### src/rtl/pipelined_control_unit.sv
// Decode control unit feeding the ID/EX register, with stall/flush and MULT/DIV busy tracking.
// Optional ILLEGAL_TRAP_EN macro adds illegal_e trapping of unknown instructions.
module pipelined_control_unit #(
  parameter int OP_BITS    = 6,
  parameter int FUNCT_BITS = 6,
  parameter int MULDIV_LAT = 4
) (
  input  logic                  clk,
  input  logic                  reset,
  input  logic                  valid_d,
  input  logic [OP_BITS-1:0]    op_code,
  input  logic [FUNCT_BITS-1:0] funct,
  input  logic                  stall_in,
  input  logic                  flush_e,
  output logic                  stall_d,
  output logic                  valid_e,
  output logic                  reg_write_e,
  output logic                  mem_write_e,
  output logic                  alu_src_e,
  output logic                  ext_op_e,
  output logic                  branch_e,
  output logic                  jump_e,
  output logic                  md_start_e,
  output logic [1:0]            reg_dst_e,
  output logic [1:0]            mem_to_reg_e,
  output logic [1:0]            alu_control_e,
  output logic [FUNCT_BITS-1:0] funct_e,
  output logic                  md_busy
`ifdef ILLEGAL_TRAP_EN
  ,
  output logic                  illegal_e
`endif
);

  localparam logic [OP_BITS-1:0] OP_ROP  = OP_BITS'(6'h00);
  localparam logic [OP_BITS-1:0] OP_LW   = OP_BITS'(6'h23);
  localparam logic [OP_BITS-1:0] OP_SW   = OP_BITS'(6'h2B);
  localparam logic [OP_BITS-1:0] OP_BEQ  = OP_BITS'(6'h04);
  localparam logic [OP_BITS-1:0] OP_ADDI = OP_BITS'(6'h08);
  localparam logic [OP_BITS-1:0] OP_ANDI = OP_BITS'(6'h0C);
  localparam logic [OP_BITS-1:0] OP_ORI  = OP_BITS'(6'h0D);
  localparam logic [OP_BITS-1:0] OP_J    = OP_BITS'(6'h02);
  localparam logic [OP_BITS-1:0] OP_JAL  = OP_BITS'(6'h03);

  localparam logic [FUNCT_BITS-1:0] F_MULT = FUNCT_BITS'(6'h18);
  localparam logic [FUNCT_BITS-1:0] F_DIV  = FUNCT_BITS'(6'h1A);
  localparam logic [FUNCT_BITS-1:0] F_MFHI = FUNCT_BITS'(6'h10);
  localparam logic [FUNCT_BITS-1:0] F_MFLO = FUNCT_BITS'(6'h12);

  localparam int CW = $clog2(MULDIV_LAT) + 1;
  localparam logic [CW-1:0] CNT_INIT = CW'(MULDIV_LAT - 1);

  typedef struct packed {
    logic                  valid;
    logic                  reg_write;
    logic                  mem_write;
    logic                  alu_src;
    logic                  ext_op;
    logic                  branch;
    logic                  jump;
    logic                  md_start;
    logic [1:0]            reg_dst;
    logic [1:0]            mem_to_reg;
    logic [1:0]            alu_ctl;
    logic [FUNCT_BITS-1:0] funct;
`ifdef ILLEGAL_TRAP_EN
    logic                  illegal;
`endif
  } ctl_t;

  typedef enum logic {IDLE, BUSY} md_state_t;

  ctl_t      d, q;
  md_state_t state;
  logic [CW-1:0] cnt;

  logic is_rop, is_lw, is_sw, is_beq, is_addi;
  logic is_andi, is_ori, is_j, is_jal;
  logic is_md, is_dep, md_issue, md_dep, md_stall;

  assign is_rop  = op_code == OP_ROP;
  assign is_lw   = op_code == OP_LW;
  assign is_sw   = op_code == OP_SW;
  assign is_beq  = op_code == OP_BEQ;
  assign is_addi = op_code == OP_ADDI;
  assign is_andi = op_code == OP_ANDI;
  assign is_ori  = op_code == OP_ORI;
  assign is_j    = op_code == OP_J;
  assign is_jal  = op_code == OP_JAL;

  assign is_md    = (funct == F_MULT) || (funct == F_DIV);
  assign is_dep   = is_md || (funct == F_MFHI) || (funct == F_MFLO);
  assign md_issue = valid_d && is_rop && is_md;
  assign md_dep   = valid_d && is_rop && is_dep;
  assign md_stall = md_dep && (state == BUSY);
  assign stall_d  = stall_in || md_stall;
  assign md_busy  = state == BUSY;

`ifdef ILLEGAL_TRAP_EN
  localparam logic [FUNCT_BITS-1:0] F_ADD = FUNCT_BITS'(6'h20);
  localparam logic [FUNCT_BITS-1:0] F_SUB = FUNCT_BITS'(6'h22);
  localparam logic [FUNCT_BITS-1:0] F_AND = FUNCT_BITS'(6'h24);
  localparam logic [FUNCT_BITS-1:0] F_OR  = FUNCT_BITS'(6'h25);
  localparam logic [FUNCT_BITS-1:0] F_SLT = FUNCT_BITS'(6'h2A);

  logic known_op, legal_funct, illegal;

  assign known_op = is_rop || is_lw || is_sw || is_beq || is_addi ||
                    is_andi || is_ori || is_j || is_jal;
  assign legal_funct = is_dep || (funct == F_ADD) ||
                       (funct == F_SUB) || (funct == F_AND) ||
                       (funct == F_OR) || (funct == F_SLT);
  assign illegal = !known_op || (is_rop && !legal_funct);
`endif

  always_comb begin
    d       = '0;
    d.valid = 1'b1;
    d.funct = funct;
    unique case (1'b1)
      is_rop: begin
        d.reg_dst   = 2'b01;
        d.reg_write = !is_md;
        d.alu_ctl   = 2'b10;
        d.md_start  = is_md;
      end
      is_lw: begin
        d.alu_src    = 1'b1;
        d.mem_to_reg = 2'b01;
        d.reg_write  = 1'b1;
        d.ext_op     = 1'b1;
      end
      is_sw: begin
        d.alu_src   = 1'b1;
        d.mem_write = 1'b1;
        d.ext_op    = 1'b1;
      end
      is_beq: begin
        d.alu_ctl = 2'b01;
        d.branch  = 1'b1;
        d.ext_op  = 1'b1;
      end
      is_addi: begin
        d.alu_src   = 1'b1;
        d.reg_write = 1'b1;
        d.ext_op    = 1'b1;
      end
      is_andi || is_ori: begin
        d.alu_src   = 1'b1;
        d.reg_write = 1'b1;
        d.alu_ctl   = 2'b10;
      end
      is_j: d.jump = 1'b1;
      is_jal: begin
        d.jump       = 1'b1;
        d.reg_write  = 1'b1;
        d.reg_dst    = 2'b10;
        d.mem_to_reg = 2'b10;
      end
      default: ;
    endcase
    if (!valid_d) begin
      d = '0;
`ifdef ILLEGAL_TRAP_EN
    end else if (illegal) begin
      d         = '0;
      d.valid   = 1'b1;
      d.illegal = 1'b1;
`endif
    end
  end

  // A held (stalled) D instruction leaves a bubble in E.
  always_ff @(posedge clk) begin
    if (reset) begin
      q     <= '0;
      state <= IDLE;
      cnt   <= '0;
    end else begin
      if (flush_e || stall_d) q <= '0;
      else q <= d;
      unique case (state)
        IDLE: begin
          if (md_issue && !flush_e && !stall_d) begin
            state <= BUSY;
            cnt   <= CNT_INIT;
          end
        end
        BUSY: begin
          if (cnt == '0) state <= IDLE;
          else cnt <= cnt - CW'(1);
        end
      endcase
    end
  end

  assign valid_e       = q.valid;
  assign reg_write_e   = q.reg_write;
  assign mem_write_e   = q.mem_write;
  assign alu_src_e     = q.alu_src;
  assign ext_op_e      = q.ext_op;
  assign branch_e      = q.branch;
  assign jump_e        = q.jump;
  assign md_start_e    = q.md_start;
  assign reg_dst_e     = q.reg_dst;
  assign mem_to_reg_e  = q.mem_to_reg;
  assign alu_control_e = q.alu_ctl;
  assign funct_e       = q.funct;
`ifdef ILLEGAL_TRAP_EN
  assign illegal_e     = q.illegal;
`endif

endmodule

### config.mk
export PLATFORM = sky130hd
export DESIGN_NAME = pipelined_control_unit
export DESIGN_NICKNAME = d
export VERILOG_FILES = /design/src/rtl/pipelined_control_unit.sv
export SDC_FILE = /design/constraint.sdc
export NUM_CORES = 1
export LEC_CHECK = 0
export ABC_AREA = 1
export BUFFER_PORTS_ARGS = -buffer_cell sky130_fd_sc_hd__buf_2
export CORE_UTILIZATION = 49
export DETAILED_ROUTE_END_ITERATION = 8
export PLACE_DENSITY_LB_ADDON = 0.12
export SKIP_CTS_REPAIR_TIMING = 1
export SYNTH_ARGS = -nofsm -noshare
export SYNTH_HDL_FRONTEND = slang
export SYNTH_SLANG_ARGS = --single-unit
### constraint.sdc
create_clock -name clk -period 1.95 [get_ports clk]
set_input_delay 0.39 -clock clk [delete_from_list [all_inputs] [get_ports clk]]
set_output_delay 0.39 -clock clk [all_outputs]
set_load 0.03 [all_outputs]
==> Yosys cells after proc, flatten, opt, wreduce, memory -nomap -nowiden <==
Index checks and enable logic that the tools add are counted.
{ "op_classes": {"addsub": 1, "eq_ne": 14, "muxes": 17, "bitwise_logic": 3, "reduce_logical": 26} }
{ "op_table": {"columns": ["cell", "count"], "rows": [
  ["equality test 6 x 5 -> 1 bit (second input constant)", 4],
  ["2-to-1 mux 20 bit", 1],
  ["equality test 6 x 4 -> 1 bit (second input constant)", 3],
  ["OR reduction 4 bit", 4],
  ["equality test 6 x 2 -> 1 bit (second input constant)", 2],
  ["equality test 6 bit (second input constant)", 2],
  ["one-hot mux 2 bit (2 select lines)", 3],
  ["2-to-1 mux 1 bit", 8],
  ["equality test 6 x 3 -> 1 bit (second input constant)", 1],
  ["logical AND 1 bit", 6],
  ["zero test 6 bit", 1],
  ["logical OR 1 bit", 6],
  ["2-to-1 mux 3 bit", 2],
  ["one-hot mux 3 bit (2 select lines)", 1],
  ["OR reduction 2 bit", 3],
  ["!= test 2 bit (second input constant)", 2],
  ["one-hot mux 1 bit (2 select lines)", 2],
  ["zero test 1 bit", 3],
  ["zero test 3 bit", 1],
  ["NOT 1 bit", 3],
  ["OR reduction 3 bit", 1],
  ["subtractor 3 x 1 -> 3 bit (second input constant)", 1],
  ["AND reduction 2 bit", 1]
]} }
{ "totals": {"reg_bits": 24, "input_bits": 17, "output_inout_bits": 22, "word_cells": 75} }

==> Longest topological paths before layout <==
Gate-level depths: netlist of run 1.
{ "depth": {"depth_word": 11, "ltp_mapped": 10, "mapped_depth_nobuf": 10} }

==> Worst setup path before layout of run 1 <==
Ideal clock, no wire load.
{ "synth_path": {"path_type": "register to output", "from": "reg state (netlist: md_busy)", "to": "out stall_d", "t_arrival_ps": 1115, "required_ps": 1560, "setup_slack_ps": 445, "path_stages_with_launch": 5, "path_buffers": 0, "path_cell_list": "dfxtp_1 > nand4_1 > nor2_1 > nor2_4 > inv_1"} }
{ "synth_between": {"elab_chain_cells": 2} }
{ "synth_lines": {"columns": ["element", "line_no", "source"], "rows": [
  ["start, declared", "74", "md_state_t state;"],
  ["start signal, assigned", "177", "state <= IDLE;"],
  ["start signal, assigned", "185", "state <= BUSY;"],
  ["start signal, assigned", "190", "if (cnt == '0) state <= IDLE;"],
  ["logical AND 1 bit", "95", "assign md_stall = md_dep && (state == BUSY);"],
  ["logical OR 1 bit", "96", "assign stall_d = stall_in || md_stall;"],
  ["end, declared", "15", "output logic stall_d,"]
]} }
No other way between the ends.

==> Final worst setup path of run 1 <==
Same ends and word-level chain as after synthesis.

==> summary.txt, run 1 <==
Critical path
  • Worst Path Required: 1.56 ns
  • CP Launch Type: flip-flop
  • WP data arrival: 1.36 ns
  • WS Path Type: reg2out
  • CP max FO: 5
  • CP Capture Type: output port

Timing
  • Max-slew violations: 0
  • Least-Margin Pin Slew: around 0.34 ns
  • Setup_tns: 0 ns
  • Period minus WS final: 1.75 ns
  • PnR worst setup slack: 0.198 ns
  • Final setup viols: 0
  • Clk_skew: 0.00355 ns
  • Max_slew headroom: 0.774
  • Fmax achieved: 571 MHz
  • Hold Vio Cnt, Final: 0
  • Final Cycle Share: 0.898
  • RSZ-0062 raised after global routing: false

Placed design
  • PortBufs: 38
  • Dpl ws: 0.243 ns
  • Placed Area: 1170 µm²
  • HPWL Detailed: 1420 µm
  • GP Congestion: 0.787

Power
  • Final Power: 0.000769 W
  • PD cells: ~640 nW/µm²
  • Maximum vdd drop: around 0.34 mV
  • Static leakage: 0.613 nW

Layout
  • Fillers: 172
  • Leading cell types in the layout, fill and taps excluded: 38 x buf_2, 23 x dfxtp_1, 22 x inv_1
  • Layout cells sized above 1: 0.369
  • # diodes: 0
  • Layout area overhead: 24.7%
  • Fin nets: 180
  • Commonest non-fill, non-tap cell in the layout: buf_2
  • Final non-filler cell area: about 1200 µm²

Drt
  • Antenna viol nets, final: 0
  • Vias post-DR: 876
  • # DRC: 0
  • DRT Wirelength: 1850 µm
  • Via/cell ratio: 4.74
  • Wirelength per Cell: 10.0 µm
  • Initial drt markers: 11
  • Pre-Repair DR Iteration Count: 4

Synth
  • Area leader, netlist: dfxtp_1
  • Net Count, Synth: roughly 140
  • Mapped cell area: 962 µm²
  • Mean Syn Cell Area: just over 8 µm²
  • Seq/Total Area, Yosys: 0.479
  • Syn Inst Count: roughly 120
  • Main area contributors after synthesis: dfxtp_1 48%, inv_1 8.6%, nor2_2 6.5%, nor2_1 5.5%, nand2_1 4.7%
  • Yosys top cell area share: 0.479
  • Yosys reg bits: 23
  • Synth warn: 0
  • Yosys cell types: 19

Floorplanning
  • Die height: 46.3 µm
  • Initial Util: 0.540
  • Num ports: 39
  • Core Rows: 15
  • Core area: approximately 1800 µm²
  • Die X: around 46 µm
  • Die area: 2140 µm²

Clock network
  • H-tree levels: 1
  • Number of clock sinks seen by CTS: 23
  • Root Driver: clkbuf_4
  • Clock-pin slew on the worst setup and hold paths: 0.12 ns
  • Number of CTS-inserted buffers: 3
  • Skew-Pair Late Insertion Delay: about 0.31 ns
  • CTS tree: yes
  • CTS Buffer Depth: 2

Min path
  • Worst min-delay path category: in2reg

Global routing
  • Largest net degree at the start of global routing: 20
  • Initial antenna violation count: 0
  • First-pass GRT wire length: 2830 µm
  • Gr usage total: 0.189
  • Grt ovf: 0
  • Vias in the first global route: 704

Flow run
  • Max Cap Viol: 0

Status
  • Outcome: complete, no violations
==> routing by layer <==
layer	wire length (µm)	vias to the layer above	GRT usage
li1	-	456	-
met1	810	391	0.228
met2	919	24	0.311
met3	79	5	0.0353
met4	40	0	0.106
met5	0	-	0
==> through the flow <==
step	std cells	hold slack, ns	utilization
floorplan	119	0.451	-
global placement	181	0.464	0.658
detailed placement	181	0.478	0.658
CTS	185	0.250	0.673
global route	185	0.239	0.673
finish	185	0.247	0.673
==> cells by family after synthesis <==
logic type,Yosys count,synth area share
adders and majority gates,2,0.0260
and+or+nand+nor,64,0.359
AOI/OAI and AO/OA,6,0.0312
buffers and inverters,24,0.105
DFF,23,0.479
==> cell usage after synthesis (all sizes together) <==
cell type and number:
dfxtp 23, a21oi 6, or2 1, inv 22, nor3 8, buf 2
nand4 5, nand3 9, nor2 26, nand2 13, ha 2, nor3b 1
and3 1
==> worst paths after layout <==
check                                            to  slack (ns)                 from  depth (start not counted)
worst max-delay path                        stall_d        0.20   md_busy$_SDFF_PP0_                          5
worst min-delay path             md_busy$_SDFF_PP0_        0.25                reset                          2
worst max register to register  cnt[2]$_SDFFE_PP0P_        0.48  cnt[0]$_SDFFE_PP0P_                          7
worst min register to register  cnt[2]$_SDFFE_PP0P_        0.49  cnt[2]$_SDFFE_PP0P_                          2
==> worst max-delay path: stages, from the launching register on <==
cell	delay, ns
dfxtp_1	0.44
nand4_1	0.12
nor2_1	0.19
nor2_4	0.07
inv_1	0.05
buf_2	0.18
==> where the power goes <==
| part | switching, W | total (W) | internal (W) |
|---|---|---|---|
| Clock | 0.000142 | 0.000219 | 0.0000768 |
| Combinational | 0.0000500 | 0.0000765 | 0.0000265 |
| Sequential | 0.000000616 | 0.000473 | 0.000473 |
==> registers in the layout, summed over array words and instances, names as in the netlist <==
register	count
funct_e	6
cnt	3
alu_control_e	2
reg_dst_e	2
alu_src_e	1
branch_e	1
ext_op_e	1
jump_e	1
md_busy	1
md_start_e	1
mem_to_reg_e	1
mem_write_e	1
reg_write_e	1
valid_e	1
==> layout make-up <==
type	instances	area [µm²]	area share
Timing Repair Buffer	39	198	0.165
Inverter	22	82.6	0.0688
Tap cell	25	31.3	0.0261
Sequential cell	23	460	0.384
Multi-Input combinational cell	72	400	0.334
Clock inverter	1	5.00	0.00417
Clock buffer	3	22.5	0.0188
Power figures use the tool's default switching activity.
==> run 2, diff against run 1 <==
--- a/config.mk
+++ b/config.mk
@@ -10,6 +10,7 @@
 export CORE_UTILIZATION = 49
 export DETAILED_ROUTE_END_ITERATION = 8
 export PLACE_DENSITY_LB_ADDON = 0.12
+export RECOVER_POWER = 25
 export SKIP_CTS_REPAIR_TIMING = 1
 export SYNTH_ARGS = -nofsm -noshare
 export SYNTH_HDL_FRONTEND = slang
==> summary.txt, run 2 (synthesized netlist as in run 1, its figures left out) <==
Layout
  • Fillers: 180 (was 172)
  • Multi-input gate area: 400 µm² (unchanged)
  • Commonest non-fill, non-tap cell in the layout: buf_2 (unchanged)
  • FF/Latch Area: 460 µm² (unchanged)
  • # diodes: 0 (unchanged)
  • Max reg flops: 6 (unchanged)
  • Layout area overhead: 23.3% (was 24.7%)
  • Layout cells sized above 1: 0.300 (was 0.369)
  • Fin nets: 180 (unchanged)
  • Leading cell types in the layout, fill and taps excluded: 27 x buf_2, 23 x dfxtp_1, 22 x inv_1 (was 38 x buf_2, 23 x dfxtp_1, 22 x inv_1)

Power
  • Comb pwr share: 0.099 (was 0.100)
  • Static leakage: 0.565 nW (was 0.613 nW)
  • Internal power: 0.000576 W (about the same)
  • Power share of the sequential group: 0.616 (about the same)
  • Maximum vdd drop: 0.341 mV (was 0.340 mV)
  • Net switching power: 0.000193 W (about the same)
  • PD cells: 648 nW/µm² (was 641 nW/µm²)
  • Clk pwr share: 0.285 (about the same)
  • Sw frac: 0.251 (about the same)

Global routing
  • Vias in the first global route: 704 (unchanged)
  • Most Crowded Layer GR: met2 (unchanged)
  • First-pass GRT wire length: 2830 µm (unchanged)
  • Gr usage total: 0.189 (unchanged)
  • Largest net degree at the start of global routing: 20 (unchanged)
  • Grt ovf: 0 (unchanged)
  • Initial antenna violation count: 0 (unchanged)
  • Met2 track demand over resource: 0.311 (unchanged)
  • GRT met3 Usage: 0.0353 (unchanged)
  • Met1 usage: 0.228 (unchanged)

Critical path
  • CP Launch Point: md_busy$_SDFF_PP0_ (unchanged)
  • R2r worst-path depth: 7 (unchanged)
  • R2r setup slk: 0.48 ns (about the same)
  • Crit path cell chain: nand4_1, nor2_1, nor2_4, inv_1, buf_2 (unchanged)
  • CP delay by family, top: flip-flops (unchanged)
  • Crit path buf inv count: 2 (unchanged)
  • WS Path Type: reg2out (unchanged)
  • CP Capture Type: output port (unchanged)
  • Crit path depth: 5 (unchanged)
  • Crit path to: stall_d (unchanged)
  • CP Launch Type: flip-flop (unchanged)
  • WP data arrival: 1.37 ns (was 1.36 ns)
  • Slowest-stage cell, CP: dfxtp_1 (unchanged)
  • Reg2reg start: cnt[0]$_SDFFE_PP0P_ (unchanged)
  • Worst Path Required: 1.56 ns (about the same)
  • Slowest stage delay, CP: 0.44 ns (about the same)
  • R2R Path End: cnt[2]$_SDFFE_PP0P_ (unchanged)
  • CP max FO: 5 (unchanged)

Drt
  • Wirelength per Cell: 10.1 µm (was 10.0 µm)
  • # DRC: 0 (unchanged)
  • Pre-Repair DR Iteration Count: 4 (unchanged)
  • Vias post-DR: 873 (was 876)
  • Via/cell ratio: 4.72 (was 4.74)
  • Initial drt markers: 10 (was 11)
  • DRT Wirelength: 1860 µm (was 1850 µm)
  • Antenna viol nets, final: 0 (unchanged)

Placed design
  • GP Congestion: 0.787 (unchanged)
  • HPWL Detailed: 1420 µm (unchanged)
  • PortBufs: 38 (unchanged)

Floorplanning
  • Core area: 1780 µm² (unchanged)
  • Die X: 46.3 µm (unchanged)
  • Die height: 46.3 µm (unchanged)
  • Initial Util: 0.540 (unchanged)
  • Num ports: 39 (unchanged)
  • Core Rows: 15 (unchanged)
  • Die area: 2140 µm² (unchanged)

Min path
  • Worst min-delay path category: in2reg (unchanged)

Timing
  • RSZ-0062 raised after global routing: false (unchanged)
  • Period minus WS final: 1.76 ns (was 1.75 ns)
  • Max-slew violations: 0 (unchanged)
  • Setup_tns: 0 ns (unchanged)
  • Final setup viols: 0 (unchanged)
  • Least-Margin Pin Slew: 0.376 ns (was 0.338 ns)
  • Hold Worst Slack: 0.246 ns (was 0.247 ns)
  • Clk_skew: 0.00347 ns (was 0.00355 ns)
  • Max_slew headroom: 0.750 (was 0.774)
  • Hold Vio Cnt, Final: 0 (unchanged)
  • Fmax achieved: 569 MHz (was 571 MHz)
  • Final Cycle Share: 0.901 (was 0.898)

Clock network
  • Clock-pin slew on the worst setup and hold paths: 0.12 ns (about the same)
  • Number of clock sinks seen by CTS: 23 (unchanged)
  • CTS tree: yes (unchanged)
  • Root Driver: clkbuf_4 (unchanged)
  • CTS Buffer Depth: 2 (unchanged)
  • Skew-Pair Late Insertion Delay: 0.31 ns (about the same)
  • H-tree levels: 1 (unchanged)
  • Number of CTS-inserted buffers: 3 (unchanged)

Status
  • Outcome: complete, no violations (unchanged)

Flow run
  • Max Cap Viol: 0 (unchanged)
run 2: cell types whose count changed in the layout (fill, tap and decap cells not counted), sizes merged:
cell    previous run  this run
clkbuf             3        14
buf               39        28
run 2: per-layer routing:
metal,vias up,wire (µm)
met5,-,0
met4,0,40
met3,5,80
met2,24,916
met1,389,826
li1,455,-
run 2: worst reg2reg max path, stage by stage (launching register included):
cell     delay, ns
dfxtp_1       0.36
inv_1         0.06
ha_1          0.20
ha_1          0.17
inv_1         0.05
nand2_1       0.13
or2_2         0.31
a21oi_1       0.14
run 2: how the worst min path moves through the flow:
stage | start | to | slack (ns) | depth (start not counted)
after global placement | cnt[2]$_SDFFE_PP0P_ | cnt[2]$_SDFFE_PP0P_ | 0.46 | 2
final | reset | md_busy$_SDFF_PP0_ | 0.25 | 2
after detailed placement | cnt[2]$_SDFFE_PP0P_ | cnt[2]$_SDFFE_PP0P_ | 0.48 | 2
after global routing | reset | cnt[2]$_SDFFE_PP0P_ | 0.24 | 2
after CTS | reset | md_busy$_SDFF_PP0_ | 0.25 | 2
after floorplan | cnt[2]$_SDFFE_PP0P_ | cnt[2]$_SDFFE_PP0P_ | 0.45 | 2
run 2: stage by stage:
stage	instance area (µm²)	utilization	power (W)	std cells	setup slack, ns
floorplan	962	-	0.000525	119	0.445
global placement	1170	0.658	0.000559	181	0.247
detailed placement	1170	0.658	0.000560	181	0.243
CTS	1200	0.673	0.000774	185	0.185
global route	1190	0.665	0.000806	185	0.0790
finish	1190	0.665	0.000769	185	0.193
run 2: layout make-up:
class / instances / area share
timing repair buffer: 39 / 0.155
sequential: 23 / 0.388
clock inverter: 1 / 0.00422
tap: 25 / 0.0264
clock buffer: 3 / 0.0190
multi-input combinational: 72 / 0.338
inverter: 22 / 0.0696
run 2: power by group through the flow:
stage	Sequential (W)	Combinational, W	Clock (W)
global route	0.000474	0.0000842	0.000248
global placement	0.000484	0.0000747	0
CTS	0.000474	0.0000770	0.000223
detailed placement	0.000484	0.0000762	0
finish	0.000474	0.0000761	0.000219
floorplan	0.000491	0.0000348	0
==> run 3, diff against run 2 <==
--- a/config.mk
+++ b/config.mk
@@ -6,9 +6,9 @@
 export NUM_CORES = 1
 export LEC_CHECK = 0
 export ABC_AREA = 1
-export BUFFER_PORTS_ARGS = -buffer_cell sky130_fd_sc_hd__buf_2
-export CORE_UTILIZATION = 49
+export CORE_UTILIZATION = 50
 export DETAILED_ROUTE_END_ITERATION = 8
+export DONT_BUFFER_PORTS = 1
 export PLACE_DENSITY_LB_ADDON = 0.12
 export RECOVER_POWER = 25
 export SKIP_CTS_REPAIR_TIMING = 1
==> summary.txt, run 3 (synthesized netlist as in run 1, its figures left out) <==
Status
  • Outcome: complete, no violations (unchanged)

Power
  • Maximum vdd drop: 0.364 mV (was 0.341 mV)
  • Static leakage: 0.429 nW (was 0.565 nW)
  • Comb pwr share: 0.051 (was 0.099)
  • Sw frac: 0.231 (was 0.251)
  • Net switching power: 0.000169 W (was 0.000193 W)
  • PD cells: 730 nW/µm² (was 648 nW/µm²)
  • Clk pwr share: 0.289 (was 0.285)
  • Power share of the sequential group: 0.659 (was 0.616)
  • Internal power: 0.000560 W (was 0.000576 W)

Timing
  • RSZ-0062 raised after global routing: false (unchanged)
  • Hold Worst Slack: 0.136 ns (was 0.246 ns)
  • Max_slew headroom: 0.622 (was 0.750)
  • Hold Vio Cnt, Final: 0 (unchanged)
  • Final setup viols: 0 (unchanged)
  • Fmax achieved: 613 MHz (was 569 MHz)
  • Final Cycle Share: 0.837 (was 0.901)
  • Period minus WS final: 1.63 ns (was 1.76 ns)
  • Max-slew violations: 0 (unchanged)
  • Setup_tns: 0 ns (unchanged)
  • Clk_skew: 0.000799 ns (was 0.00347 ns)
  • Least-Margin Pin Slew: 0.566 ns (was 0.376 ns)

Drt
  • Initial drt markers: 12 (was 10)
  • DRT Wirelength: 1610 µm (was 1860 µm)
  • Wirelength per Cell: 10.9 µm (was 10.1 µm)
  • M1 WL: 763 µm (was 826 µm)
  • # DRC: 0 (unchanged)
  • Antenna viol nets, final: 0 (unchanged)
  • Vias post-DR: 710 (was 873)
  • Via/cell ratio: 4.83 (was 4.72)
  • Met2 wire len: 728 µm (was 916 µm)
  • Metal3 WL: 99 µm (was 80 µm)
  • Pre-Repair DR Iteration Count: 4 (unchanged)
  • Uppermost layer routed: met4 (unchanged)

Critical path
  • Slowest stage delay, CP: 0.33 ns (was 0.44 ns)
  • CP delay by family, top: simple AND/OR/NAND/NOR gates (was flip-flops)
  • CP Capture Type: output port (unchanged)
  • Slowest-stage cell, CP: dfxtp_1 (unchanged)
  • CP Launch Type: flip-flop (unchanged)
  • Worst Path Required: 1.56 ns (about the same)
  • CP max FO: 3 (was 5)
  • R2r worst-path depth: 7 (unchanged)
  • WS Path Type: reg2out (unchanged)
  • WP data arrival: 1.24 ns (was 1.37 ns)
  • R2R Path End: cnt[2]$_SDFFE_PP0P_ (unchanged)
  • Reg2reg start: cnt[0]$_SDFFE_PP0P_ (unchanged)
  • Crit path buf inv count: 1 (was 2)
  • Crit path cell chain: nand4_1, nor2_1, nor2_1, inv_1 (was nand4_1, nor2_1, nor2_4, inv_1, buf_2)
  • R2r setup slk: 0.53 ns (was 0.48 ns)
  • CP most frequent cell: nor2_1

Clock network
  • CTS Buffer Depth: 2 (unchanged)
  • Number of clock sinks seen by CTS: 23 (unchanged)
  • CTS tree: yes (unchanged)
  • Clock-pin slew on the worst setup and hold paths: 0.12 ns (about the same)
  • Number of CTS-inserted buffers: 3 (unchanged)
  • H-tree levels: 1 (unchanged)
  • Skew-Pair Late Insertion Delay: 0.30 ns (was 0.31 ns)
  • Root Driver: clkbuf_4 (unchanged)

Placed design
  • PortBufs: 0 (was 38)
  • GP Congestion: 0.884 (was 0.787)
  • HPWL Detailed: 1240 µm (was 1420 µm)

Floorplanning
  • Initial Util: 0.545 (was 0.540)
  • Die X: 45.9 µm (was 46.3 µm)
  • Num ports: 39 (unchanged)
  • Core Rows: 15 (unchanged)
  • Core area: 1760 µm² (was 1780 µm²)
  • Die height: 45.9 µm (was 46.3 µm)
  • Die area: 2100 µm² (was 2140 µm²)

Global routing
  • Initial antenna violation count: 0 (unchanged)
  • First-pass GRT wire length: 2420 µm (was 2830 µm)
  • Grt ovf: 0 (unchanged)
  • Vias in the first global route: 585 (was 704)
  • Largest net degree at the start of global routing: 20 (unchanged)
  • Gr usage total: 0.159 (was 0.189)

Layout
  • Commonest non-fill, non-tap cell in the layout: dfxtp_1 (was buf_2)
  • Fin nets: 142 (was 180)
  • Layout cells sized above 1: 0.148 (was 0.300)
  • Layout area overhead: 3.64% (was 23.3%)
  • Fillers: 184 (was 180)
  • Max reg flops: 6 (unchanged)
  • Leading cell types in the layout, fill and taps excluded: 23 x dfxtp_1, 22 x inv_1, 17 x nor2_1 (was 27 x buf_2, 23 x dfxtp_1, 22 x inv_1)
  • # diodes: 0 (unchanged)

Min path
  • Min-delay src: reset (unchanged)
  • Worst Hold End: cnt[2]$_SDFFE_PP0P_ (was md_busy$_SDFF_PP0_)
  • Worst min-delay path category: in2reg (unchanged)
  • Hold Crit Depth: 1 (was 2)

Flow run
  • Max Cap Viol: 0 (unchanged)
## run 3: changes by cell type in the layout (fill, tap and decap cells not counted)
cell | previous run | this run
nor2_4 | 2 | 1
nor2_2 | 10 | 8
buf_2 | 27 | 0
clkbuf_1 | 11 | 0
nor2_1 | 14 | 17
## run 3: through the flow
step                worst slack, ns  utilization  instances  area, µm²  total power (W)
floorplan                     0.445            -        119        962         0.000525
detailed placement            0.331        0.557        143        982         0.000530
finish                        0.318        0.565        147        997         0.000728
global placement              0.379        0.557        143        982         0.000529
CTS                           0.313        0.572        147       1010         0.000742
global route                  0.228        0.565        147        997         0.000762
## run 3: per-layer routing
| metal | vias up | GRT usage |
|---|---|---|
| met5 | - | 0 |
| met4 | 0 | 0.0706 |
| met3 | 2 | 0.0595 |
| met2 | 23 | 0.239 |
| met1 | 305 | 0.201 |
| li1 | 380 | - |
## run 3: worst max-delay path by stage
stage          cells after the start  slack (ns)          startpoint  endpoint
2_1_floorplan                      4        0.45  md_busy$_SDFF_PP0_   stall_d
3_3_place_gp                       5        0.38          op_code[5]   stall_d
3_5_place_dp                       5        0.33          op_code[5]   stall_d
4_1_cts                            4        0.31  md_busy$_SDFF_PP0_   stall_d
5_1_grt                            4        0.23  md_busy$_SDFF_PP0_   stall_d
6_report                           4        0.32  md_busy$_SDFF_PP0_   stall_d
## run 3: power groups by stage
stage / clock network (W) / logic [W] / registers (W)
finish: 0.000211 / 0.0000374 / 0.000480
global route: 0.000239 / 0.0000423 / 0.000481
CTS: 0.000223 / 0.0000389 / 0.000480
detailed placement: 0 / 0.0000388 / 0.000491
global placement: 0 / 0.0000383 / 0.000491
floorplan: 0 / 0.0000348 / 0.000491
## run 3: area by class of cell
| type | instances | area [µm²] | area share |
|---|---|---|---|
| multi-input combinational | 72 | 388 | 0.389 |
| timing repair buffer | 1 | 7.51 | 0.00753 |
| clock buffer | 3 | 22.5 | 0.0226 |
| clock inverter | 1 | 5.00 | 0.00502 |
| inverter | 22 | 82.6 | 0.0828 |
| sequential | 23 | 460 | 0.462 |
| tap | 25 | 31.3 | 0.0314 |
## run 3: worst register-to-register path, stage by stage, from the launching register on
cell     delay, ns
dfxtp_1       0.35
inv_1         0.06
ha_1          0.19
ha_1          0.17
inv_1         0.05
nand2_1       0.13
or2_2         0.30
a21oi_1       0.13
